**config.mk**
```make
export PLATFORM = sky130hd
export DESIGN_NAME = cmd_frame_driver
export DESIGN_NICKNAME = d
export VERILOG_FILES = /design/src/rtl/cmd_frame_driver.sv
export SDC_FILE = /design/constraint.sdc
export NUM_CORES = 2
export LEC_CHECK = 0
export CORE_AREA = 8 8 407 409
export CTS_CLUSTER_DIAMETER = 50
export DETAILED_ROUTE_END_ITERATION = 8
export DIE_AREA = 0 0 415 417
export PLACE_DENSITY_LB_ADDON = 0.2
export SYNTH_ARGS = -nofsm -noshare
export SYNTH_HDL_FRONTEND = slang
export SYNTH_SLANG_ARGS = --single-unit
export TNS_END_PERCENT = 100
```
**constraint.sdc**
```tcl
create_clock -name clk -period 2.74 [get_ports clk]
set_clock_uncertainty 0.05 [all_clocks]
set_input_delay 0.411 -clock clk [delete_from_list [all_inputs] [get_ports clk]]
set_output_delay 0.411 -clock clk [all_outputs]
set_load 0.1 [all_outputs]
```
**src/rtl/cmd_frame_driver.sv**
```systemverilog
// rtl/cmd_frame_driver.sv - command frame player/checker for the cmd_parser byte interface
// Define CMD_DRV_GAP_EN to insert GAP_CYCLES idle cycles between sent bytes.
`timescale 1ns/1ps
module cmd_frame_driver #(
  parameter int MAX_TX_BYTES   = 64,
  parameter int MAX_RX_BYTES   = 32,
  parameter int TIMEOUT_CYCLES = 4096,
  parameter int GAP_CYCLES     = 3
) (
  input  logic                              clk,
  input  logic                              reset,
  input  logic                              start,
  input  logic [MAX_TX_BYTES*8-1:0]         tx_frame,
  input  logic [$clog2(MAX_TX_BYTES+1)-1:0] tx_len,
  input  logic [$clog2(MAX_RX_BYTES+1)-1:0] rx_len,
  input  logic [MAX_RX_BYTES*8-1:0]         expect_frame,
  output logic [7:0]                        rxd_data,
  output logic                              rxd_data_ready,
  input  logic                              txd_start,
  input  logic [7:0]                        txd_data,
  output logic                              busy,
  output logic                              done,
  output logic                              pass,
  output logic                              timeout,
  output logic [MAX_RX_BYTES*8-1:0]         rx_frame,
  output logic [$clog2(MAX_RX_BYTES+1)-1:0] rx_count
);

  localparam int TXW = $clog2(MAX_TX_BYTES + 1);
  localparam int RXW = $clog2(MAX_RX_BYTES + 1);
  localparam int TXI = (MAX_TX_BYTES > 1) ? $clog2(MAX_TX_BYTES) : 1;
  localparam int TCW = $clog2(TIMEOUT_CYCLES);

  if (TIMEOUT_CYCLES < 2 || GAP_CYCLES < 0) begin : g_bad_params
    $error("cmd_frame_driver: TIMEOUT_CYCLES must be >= 2 and GAP_CYCLES >= 0");
  end

  typedef enum logic [1:0] {
    S_IDLE    = 2'd0,
    S_SEND    = 2'd1,
    S_WAIT_RX = 2'd2,
    S_FINISH  = 2'd3
  } state_t;

  state_t state_q, state_d;

  logic [7:0]                tx_mem [MAX_TX_BYTES];
  logic [7:0]                rx_mem [MAX_RX_BYTES];
  logic [MAX_RX_BYTES*8-1:0] exp_q;
  logic [TXW-1:0]            tx_len_q, tx_len_clamp, tx_idx;
  logic [RXW-1:0]            rx_len_q, rx_len_clamp;
  logic [TCW-1:0]            tmo_cnt;
  logic                      accept, send_more, gap_hold, rx_full, tmo_hit, frame_match;

  assign tx_len_clamp = (tx_len > TXW'(MAX_TX_BYTES)) ? TXW'(MAX_TX_BYTES) : tx_len;
  assign rx_len_clamp = (rx_len > RXW'(MAX_RX_BYTES)) ? RXW'(MAX_RX_BYTES) : rx_len;

  // Responses are kept from the first SEND cycle, so bytes overlapping the send are not lost.
  assign accept    = ((state_q == S_SEND) || (state_q == S_WAIT_RX)) && txd_start &&
                     (rx_count < rx_len_q);
  assign send_more = (tx_idx < tx_len_q);
  assign rx_full   = (rx_count == rx_len_q);
  // Fires on the idle cycle that would carry the counter to TIMEOUT_CYCLES-1.
  assign tmo_hit   = (tmo_cnt == TCW'(TIMEOUT_CYCLES - 2));

  assign busy = (state_q == S_SEND) || (state_q == S_WAIT_RX);
  assign done = (state_q == S_FINISH);

`ifdef CMD_DRV_GAP_EN
  localparam int GW = $clog2(GAP_CYCLES + 2);
  logic [GW-1:0] gap_cnt;

  assign gap_hold = (gap_cnt != '0);

  always_ff @(posedge clk or negedge reset) begin
    if (!reset) begin
      gap_cnt <= '0;
    end else if (state_q == S_IDLE) begin
      gap_cnt <= (start && (tx_len_clamp != '0)) ? GW'(GAP_CYCLES) : '0;
    end else if (state_q == S_SEND) begin
      if (send_more && !gap_hold) begin
        gap_cnt <= GW'(GAP_CYCLES);
      end else if (gap_hold) begin
        gap_cnt <= gap_cnt - GW'(1);
      end
    end else begin
      gap_cnt <= '0;
    end
  end
`else
  assign gap_hold = 1'b0;
`endif

  always_comb begin
    frame_match = 1'b1;
    for (int i = 0; i < MAX_RX_BYTES; i++) begin
      if ((RXW'(i) < rx_len_q) && (rx_mem[i] != exp_q[(MAX_RX_BYTES-1-i)*8 +: 8])) begin
        frame_match = 1'b0;
      end
    end
  end

  always_ff @(posedge clk or negedge reset) begin
    if (!reset) begin
      state_q <= S_IDLE;
    end else begin
      state_q <= state_d;
    end
  end

  always_comb begin
    state_d = state_q;
    case (state_q)
      S_IDLE: begin
        if (start) begin
          state_d = (tx_len_clamp != '0) ? S_SEND : S_WAIT_RX;
        end
      end
      S_SEND: begin
        if (!send_more) begin
          state_d = S_WAIT_RX;
        end
      end
      S_WAIT_RX: begin
        if (rx_full || (!accept && tmo_hit)) begin
          state_d = S_FINISH;
        end
      end
      S_FINISH: state_d = S_IDLE;
      default:  state_d = S_IDLE;
    endcase
  end

  always_ff @(posedge clk or negedge reset) begin
    if (!reset) begin
      tx_len_q       <= '0;
      rx_len_q       <= '0;
      exp_q          <= '0;
      tx_idx         <= '0;
      tmo_cnt        <= '0;
      rx_count       <= '0;
      pass           <= 1'b0;
      timeout        <= 1'b0;
      rxd_data       <= '0;
      rxd_data_ready <= 1'b0;
      for (int i = 0; i < MAX_TX_BYTES; i++) tx_mem[i] <= '0;
      for (int i = 0; i < MAX_RX_BYTES; i++) rx_mem[i] <= '0;
    end else begin
      rxd_data       <= '0;
      rxd_data_ready <= 1'b0;
      if (state_q != S_WAIT_RX) begin
        tmo_cnt <= '0;
      end

      case (state_q)
        S_IDLE: begin
          if (start) begin
            tx_len_q <= tx_len_clamp;
            rx_len_q <= rx_len_clamp;
            exp_q    <= expect_frame;
            for (int i = 0; i < MAX_TX_BYTES; i++) begin
              tx_mem[i] <= tx_frame[(MAX_TX_BYTES-1-i)*8 +: 8];
            end
            for (int i = 0; i < MAX_RX_BYTES; i++) rx_mem[i] <= '0;
            rx_count <= '0;
            pass     <= 1'b0;
            timeout  <= 1'b0;
            tx_idx   <= TXW'(1);
            // Byte 0 goes out straight from the port so it lands on the cycle after start.
            if (tx_len_clamp != '0) begin
              rxd_data       <= tx_frame[MAX_TX_BYTES*8-1 -: 8];
              rxd_data_ready <= 1'b1;
            end
          end
        end
        S_SEND: begin
          if (send_more && !gap_hold) begin
            rxd_data       <= tx_mem[tx_idx[TXI-1:0]];
            rxd_data_ready <= 1'b1;
            tx_idx         <= tx_idx + TXW'(1);
          end
        end
        S_WAIT_RX: begin
          if (rx_full) begin
            pass <= frame_match;
          end else if (accept) begin
            tmo_cnt <= '0;
          end else if (tmo_hit) begin
            timeout <= 1'b1;
          end else begin
            tmo_cnt <= tmo_cnt + TCW'(1);
          end
        end
        default: ;
      endcase

      if (accept) begin
        for (int i = 0; i < MAX_RX_BYTES; i++) begin
          if (rx_count == RXW'(i)) rx_mem[i] <= txd_data;
        end
        rx_count <= rx_count + RXW'(1);
      end
    end
  end

  for (genvar g = 0; g < MAX_RX_BYTES; g++) begin : g_rx_pack
    assign rx_frame[(MAX_RX_BYTES-1-g)*8 +: 8] = rx_mem[g];
  end

endmodule

```
[After elaboration in Yosys (flattened, before gate mapping)]
Cells that the tools add are included.
Widths: inputs -> output; s select.
Cells by class
  bitwise gates (word level): 1
  mux-type cells: 103
  add/sub/neg operators: 3
  order comparisons: 37
  reduce and logical (&&, ||, !) cells: 51
  equality and inequality tests: 77
Operators with widths (count)
  $mux 256: 3
  $mux 8: 37
  $ne 8x8->1: 32
  $eq 6x5->1 const B: 16
  $lt 5x6->1 const A: 16
  $mux 12: 5
  $bmux 8 s6: 1
  $eq 6x4->1 const B: 8
  $lt 4x6->1 const A: 8
  $mux 1: 40
  $logic_and 1x1->1: 35
  $eq 6x3->1 const B: 4
  $lt 3x6->1 const A: 4
  $mux 6: 4
  $mux 7: 3
  $ne 2x2->1 const B: 8
  $pmux 8 s2: 1
  $pmux 7 s2: 1
  $add 12x1->12 const B: 1
  $eq 12x12->1 const B: 1
  $eq 6x2->1 const B: 2
  $lt 1x6->1 const A: 2
  $lt 2x6->1 const A: 2
  $reduce_and 3->1: 3
  24 further kinds: 35
Storage, ports and cells
  flip-flop bits (word level): 1075
  logic and storage cells: 379
  output and inout bits: 275
  input bits: 793

[Logic depth before layout (Yosys ltp)]
  depth in word-level cells: 36
  mapped depth: 13
  gate-level depth less buffers: 10

[Worst setup path before layout]
OpenSTA, ideal clock, no wires.
  path kind: register -> register
  start point: reg rx_count[1]
  end point: reg rx_mem (netlist bit rx_frame[224])
  stages on the path, launching flop included: 12
  path buffers: 2
  required time: 2.551 ns
  period minus slack after synthesis: 3.334 ns
  arrival time: 3.145 ns
  path slack: -0.594 ns
  setup time: 0.139 ns
  cell sequence: dfrtp_1 ha_1 nor2b_1 o21a_1 o21a_1 o21a_1 o21ai_1 and2_1 buf_2 buf_2 nand3_1 mux2i_1
On the way
  longest elaborated chain between the ends: 3
  elaborated cells on any way between the ends: 5
  classes of those cells: order compare (1); eq/ne (1); mux (2); reduce/logical (1)
RTL lines
  start, declared: RTL line 26  | output logic [$clog2(MAX_RX_BYTES+1)-1:0] rx_count
  start signal, assigned: RTL line 201  | rx_count <= rx_count + RXW'(1);
  $lt 6x6->1 / $eq 6x2->1 (equally long branches): RTL line 60, 199
  $logic_and 1x1->1 / $mux 8 (equally long branches): RTL line 59, 199
  $mux 256 (*): RTL line 197  | if (accept) begin
  end signal, assigned by index: RTL line 199  | if (rx_count == RXW'(i)) rx_mem[i] <= txd_data;
  end, declared: RTL line 48  | logic [7:0] rx_mem [MAX_RX_BYTES];
Every way passes the cells marked *; elsewhere a longest branch is shown, timed or not.
A chain may end at the register's enable or synchronous reset.

[Final worst setup path]
  start point: reg tx_idx[0]
  end point: reg rxd_data[7]
On the way
  longest elaborated chain between the ends: 6
  elaborated cells on any way between the ends: 7
  classes of those cells: order compare (1); mux (5); bitwise (1)
RTL lines
  start, declared: RTL line 50  | logic [TXW-1:0] tx_len_q, tx_len_clamp, tx_idx;
  start signal, assigned: RTL line 180  | tx_idx <= tx_idx + TXW'(1);
  $not 6->7 (implied by the code): RTL line 178  | rxd_data <= tx_mem[tx_idx[TXI-1:0]];
  $bmux 8 s6: RTL line 178
  $mux 8 (implied by the code) (2 in a row): RTL line 178
  $mux 8 (*): RTL line 177  | if (send_more && !gap_hold) begin
  $pmux 8 s2 (*): RTL line 155  | case (state_q)
  end signal, assigned: RTL line 171  | rxd_data <= tx_frame[MAX_TX_BYTES*8-1 -: 8];
  end signal, assigned: RTL line 178
  end, declared: RTL line 17  | output logic [7:0] rxd_data,
Every way passes the cells marked *; elsewhere a longest branch is shown, timed or not. The select of a mux whose other input is x is not followed.

==> metrics.md <==
| Metric | Value |
|---|---|
| Outcome | `finished with violations` |
| Failing checks | `negative setup slack` |
| FP Rows | `147` |
| EDFF count, synth | `0` |
| Commonest cells post-synth | `nand2_1, dfrtp_1, mux2i_1` |
| Clk_lat worst skew | `0.77 ns` |
| Top Ports | `1068` |
| Post-route ant nets | `0` |
| Design Area, Final | `0.0681 sq mm` |
| Via count | `between 40000 and 50000` |
| Hpwl dp | `162 mm` |
| Worst Tran Pin Value | `0.731 ns` |
| Grt total ovfl | `0` |
| CTS Buf Count | `145` |
| Maximum clock path buffer count | `3` |
| Crit path cell chain | `buf_12 > buf_12 > mux4_2 > mux4_2 > mux4_2 > nand3_1 > o21ai_1` |
| Synthesized area per cell | `9.69 sq um` |
| Ys Warns | `0` |
| Yosys top cell area share | `55.1%` |
| Reg clk slew, reported paths | `0.06 ns` |
| Final non-filler cell total | `8376` |
| Largest net degree at the start of global routing | `106` |
| Core ar. | `0.159 sq mm` |
| Crit. End Element | `register` |
| Die Y | `around 420 um` |
| Area grow syn2layout | `39.4%` |
| Number of DRC markers in iteration 0 | `3154` |
| CP required | `3.33 ns` |
| Worst hold stages | `3` |
| Dominant cell type by area after synthesis | `dfrtp_1` |
| CP max stage cell | `mux4_2` |
| H-tree depth | `4` |
| Vias per cell | `4.82` |
| Worst hold-check path type | `primary input to register` |
| Vias in the first global route | `around 43000` |
| Starting Density | `30.7%` |
| Worst Path Buf+Inv | `2` |
| Drt pass-1 iters | `6` |
| Initial antenna violation count | `14` |
| Period utilization | `101%` |
| Critical Path AT | `3.36 ns` |
| Seq/Total Area, Yosys | `a little under three fifths` |
| Cell variety after synth | `52` |
| Post-synthesis cell area | `a little under 0.05 sq mm` |
| Residual DRC | `0` |
| Count leader, synth | `nand2_1` |
| WL final | `210 mm` |
| Crit-path max FO | `16` |
| Setup TNS | `-0.0820 ns` |
| Most common cell on crit path | `mux4_2` |
| First-pass GRT wire length | `around 300 mm` |
| Prevailing post-synth register cell | `dfrtp_1` |
| CTS root buffer | `clkbuf_16` |
| Power Density | `1080 mW/mm^2` |
| Final Setup Violations | `4` |
| Final Hold Fails | `0` |
| Leakage | `around 34 nW` |
| Syn Inst Count | `just over 5000` |
| Crit path max-delay family | `multiplexers` |
| Setup slack after layout | `-0.0299 ns` |
| Unrepaired setup endpoints after global routing | `true` |
| Placed Cells incl. Taps | `8099` |
| Layout cells sized above 1 | `~15%` |
| TritonCTS clock tree | `built` |
| Syn_nets | `5861` |
| Async SR Flop Fraction | `100%` |
| CP max stage delay | `around 0.58 ns` |
| Routed len/inst | `25.1 um` |
| Tot Pwr | `0.0736 W` |
| Levels on crit path | `7` |
| Achievable clock frequency | `0.361 GHz` |
| Minimum clock period | `2.77 ns` |
| Fillers | `15600` |
| Peak VDD IR | `0.587 mV` |
| Crit path launch type | `register` |
| IO Port Bufs | `1067` |
| Max cap viols | `0` |
| Die ar. | `about 0.17 sq mm` |
| GPL Wtd Cong | `0.907` |
| Yosys reg bits | `1075` |
| Fin. max-slew vios | `0` |
| Worst reg2reg path depth | `7` |
| Fin nets | `6988` |
| Tot GR Track Use | `23.5%` |
| Die width | `a little over 400 um` |
| Relative slew slack | `51.3%` |
| CTS sink cnt | `roughly 1100` |
| Dpl ws | `-0.124 ns` |
| DP Area | `0.0630 sq mm` |
| Kind of critical path | `register to register` |
| Synth area leaders | `dfrtp_1, nand2_1, mux4_2` |
[worst reg2reg max path: cells and delay by family, from the launching register on]
kind,cells,cell delay [ns]
flops,1,0.48
buf+inv,2,0.40
simple gates,1,0.09
mux,3,1.57
compound gates,1,0.07
[final cells by class]
cell class                 instances  area, sq um  area share, %
sequential                      1075        26900           39.5
multi-input combinational       3650        21200           31.2
timing repair buffer            1268        12400           18.2
clock buffer                     197         4100           6.02
tap                             2086         2610           3.83
clock inverter                    61          713           1.05
inverter                          31          116          0.171
antenna                            8         20.0         0.0294
[timing repair]
item | CTS | global route
gates resized for setup | 8 | 16
hold endpoints to repair | 60 | 0
endpoints found under the setup margin | 9 | 93
gates cloned | 0 | 3
setup buffers | 1 | 6
pin swaps | 0 | 6
hold buffers | 1 | 0
[state kept, by name (all words and copies together), names as in the netlist]
name / count
tx_idx: 7
rx_frame: 256
state_q: 2
tx_len_q: 7
exp_q: 256
rx_len_q: 6
timeout: 1
rx_count: 6
tx_mem: 512
rxd_data: 8
rxd_data_ready: 1
tmo_cnt: 12
pass: 1
[power breakdown]
part           switching, W  leakage [nW]  internal [W]
Sequential          0.00476          13.8        0.0218
Clock               0.00751          2.33        0.0115
Combinational        0.0165          18.1        0.0116
[routing by layer]
layer / share of wire, % / track usage [%]
met3: 5.0 / 4.42
met2: 51 / 41.9
met1: 39 / 27.6
met5: 0.0057 / 0
met4: 4.6 / 9.83
[cell families (layout without fill, tap and decap cells)]
family	after synthesis	count (layout)	share of synthesized area (%)
AND/OR/NAND/NOR	2817	2817	22.5
AO/OA/AOI/OAI	109	109	1.34
XOR/XNOR	265	265	4.75
other	0	8	0
flip-flops	1075	1075	55.1
adder cells (fa/ha/maj)	26	26	0.656
buffers and inverters	319	1557	2.55
multiplexers	433	433	13.2
[stage by stage]
step	util (%)	hold slack (ns)
4_1_cts	42.6	0.0536
2_1_floorplan	-	0.0654
5_1_grt	42.7	0.0771
3_5_place_dp	39.6	0.371
3_3_place_gp	39.6	0.362
6_report	42.7	0.114
[worst paths after layout]
kind | from | endpoint | slack (ns)
worst min-delay path | tx_frame[390] | tx_mem[390]$_DFFE_PN0P_ | 0.11
worst max-delay path | tx_idx[0]$_DFFE_PN0P_ | rxd_data[7]$_DFF_PN0_ | -0.03
worst max register to register | tx_idx[0]$_DFFE_PN0P_ | rxd_data[7]$_DFF_PN0_ | -0.03
min in group asynchronous | reset | exp_q[19]$_DFFE_PN0P_ | 0.17
worst min register to register | tx_mem[495]$_DFFE_PN0P_ | tx_mem[495]$_DFFE_PN0P_ | 0.42
max in group asynchronous | reset | tx_mem[94]$_DFFE_PN0P_ | 1.35
[cells in the final DEF (no fill, tap or decap), drive strengths merged, types with 3 or more instances in the layout]
cell           Yosys  layout
o22ai              4       4
a21boi             5       5
a21o               4       4
clkinvlp           0      14
nand3             58      58
clkbuf           261     200
nand2b             5       5
buf               27     473
mux2i            265     265
nor2b              3       3
nand3b            14      14
clkinv             0      28
mux4             168     168
xnor2            166     166
xor2              99      99
nor4              30      30
nand4             50      50
nor3              12      12
o21a               6       6
dfrtp           1075    1075
ha                24      24
and3               3       3
inv               31      40
nand2           2595    2595
clkdlybuf4s50      0     791
nor2              37      37
a31oi              3       3
bufinv             0      10
a21oi             19      19
or4                3       3
diode              0       8
o21ai             50      50
(Power assumes the default switching activity.)
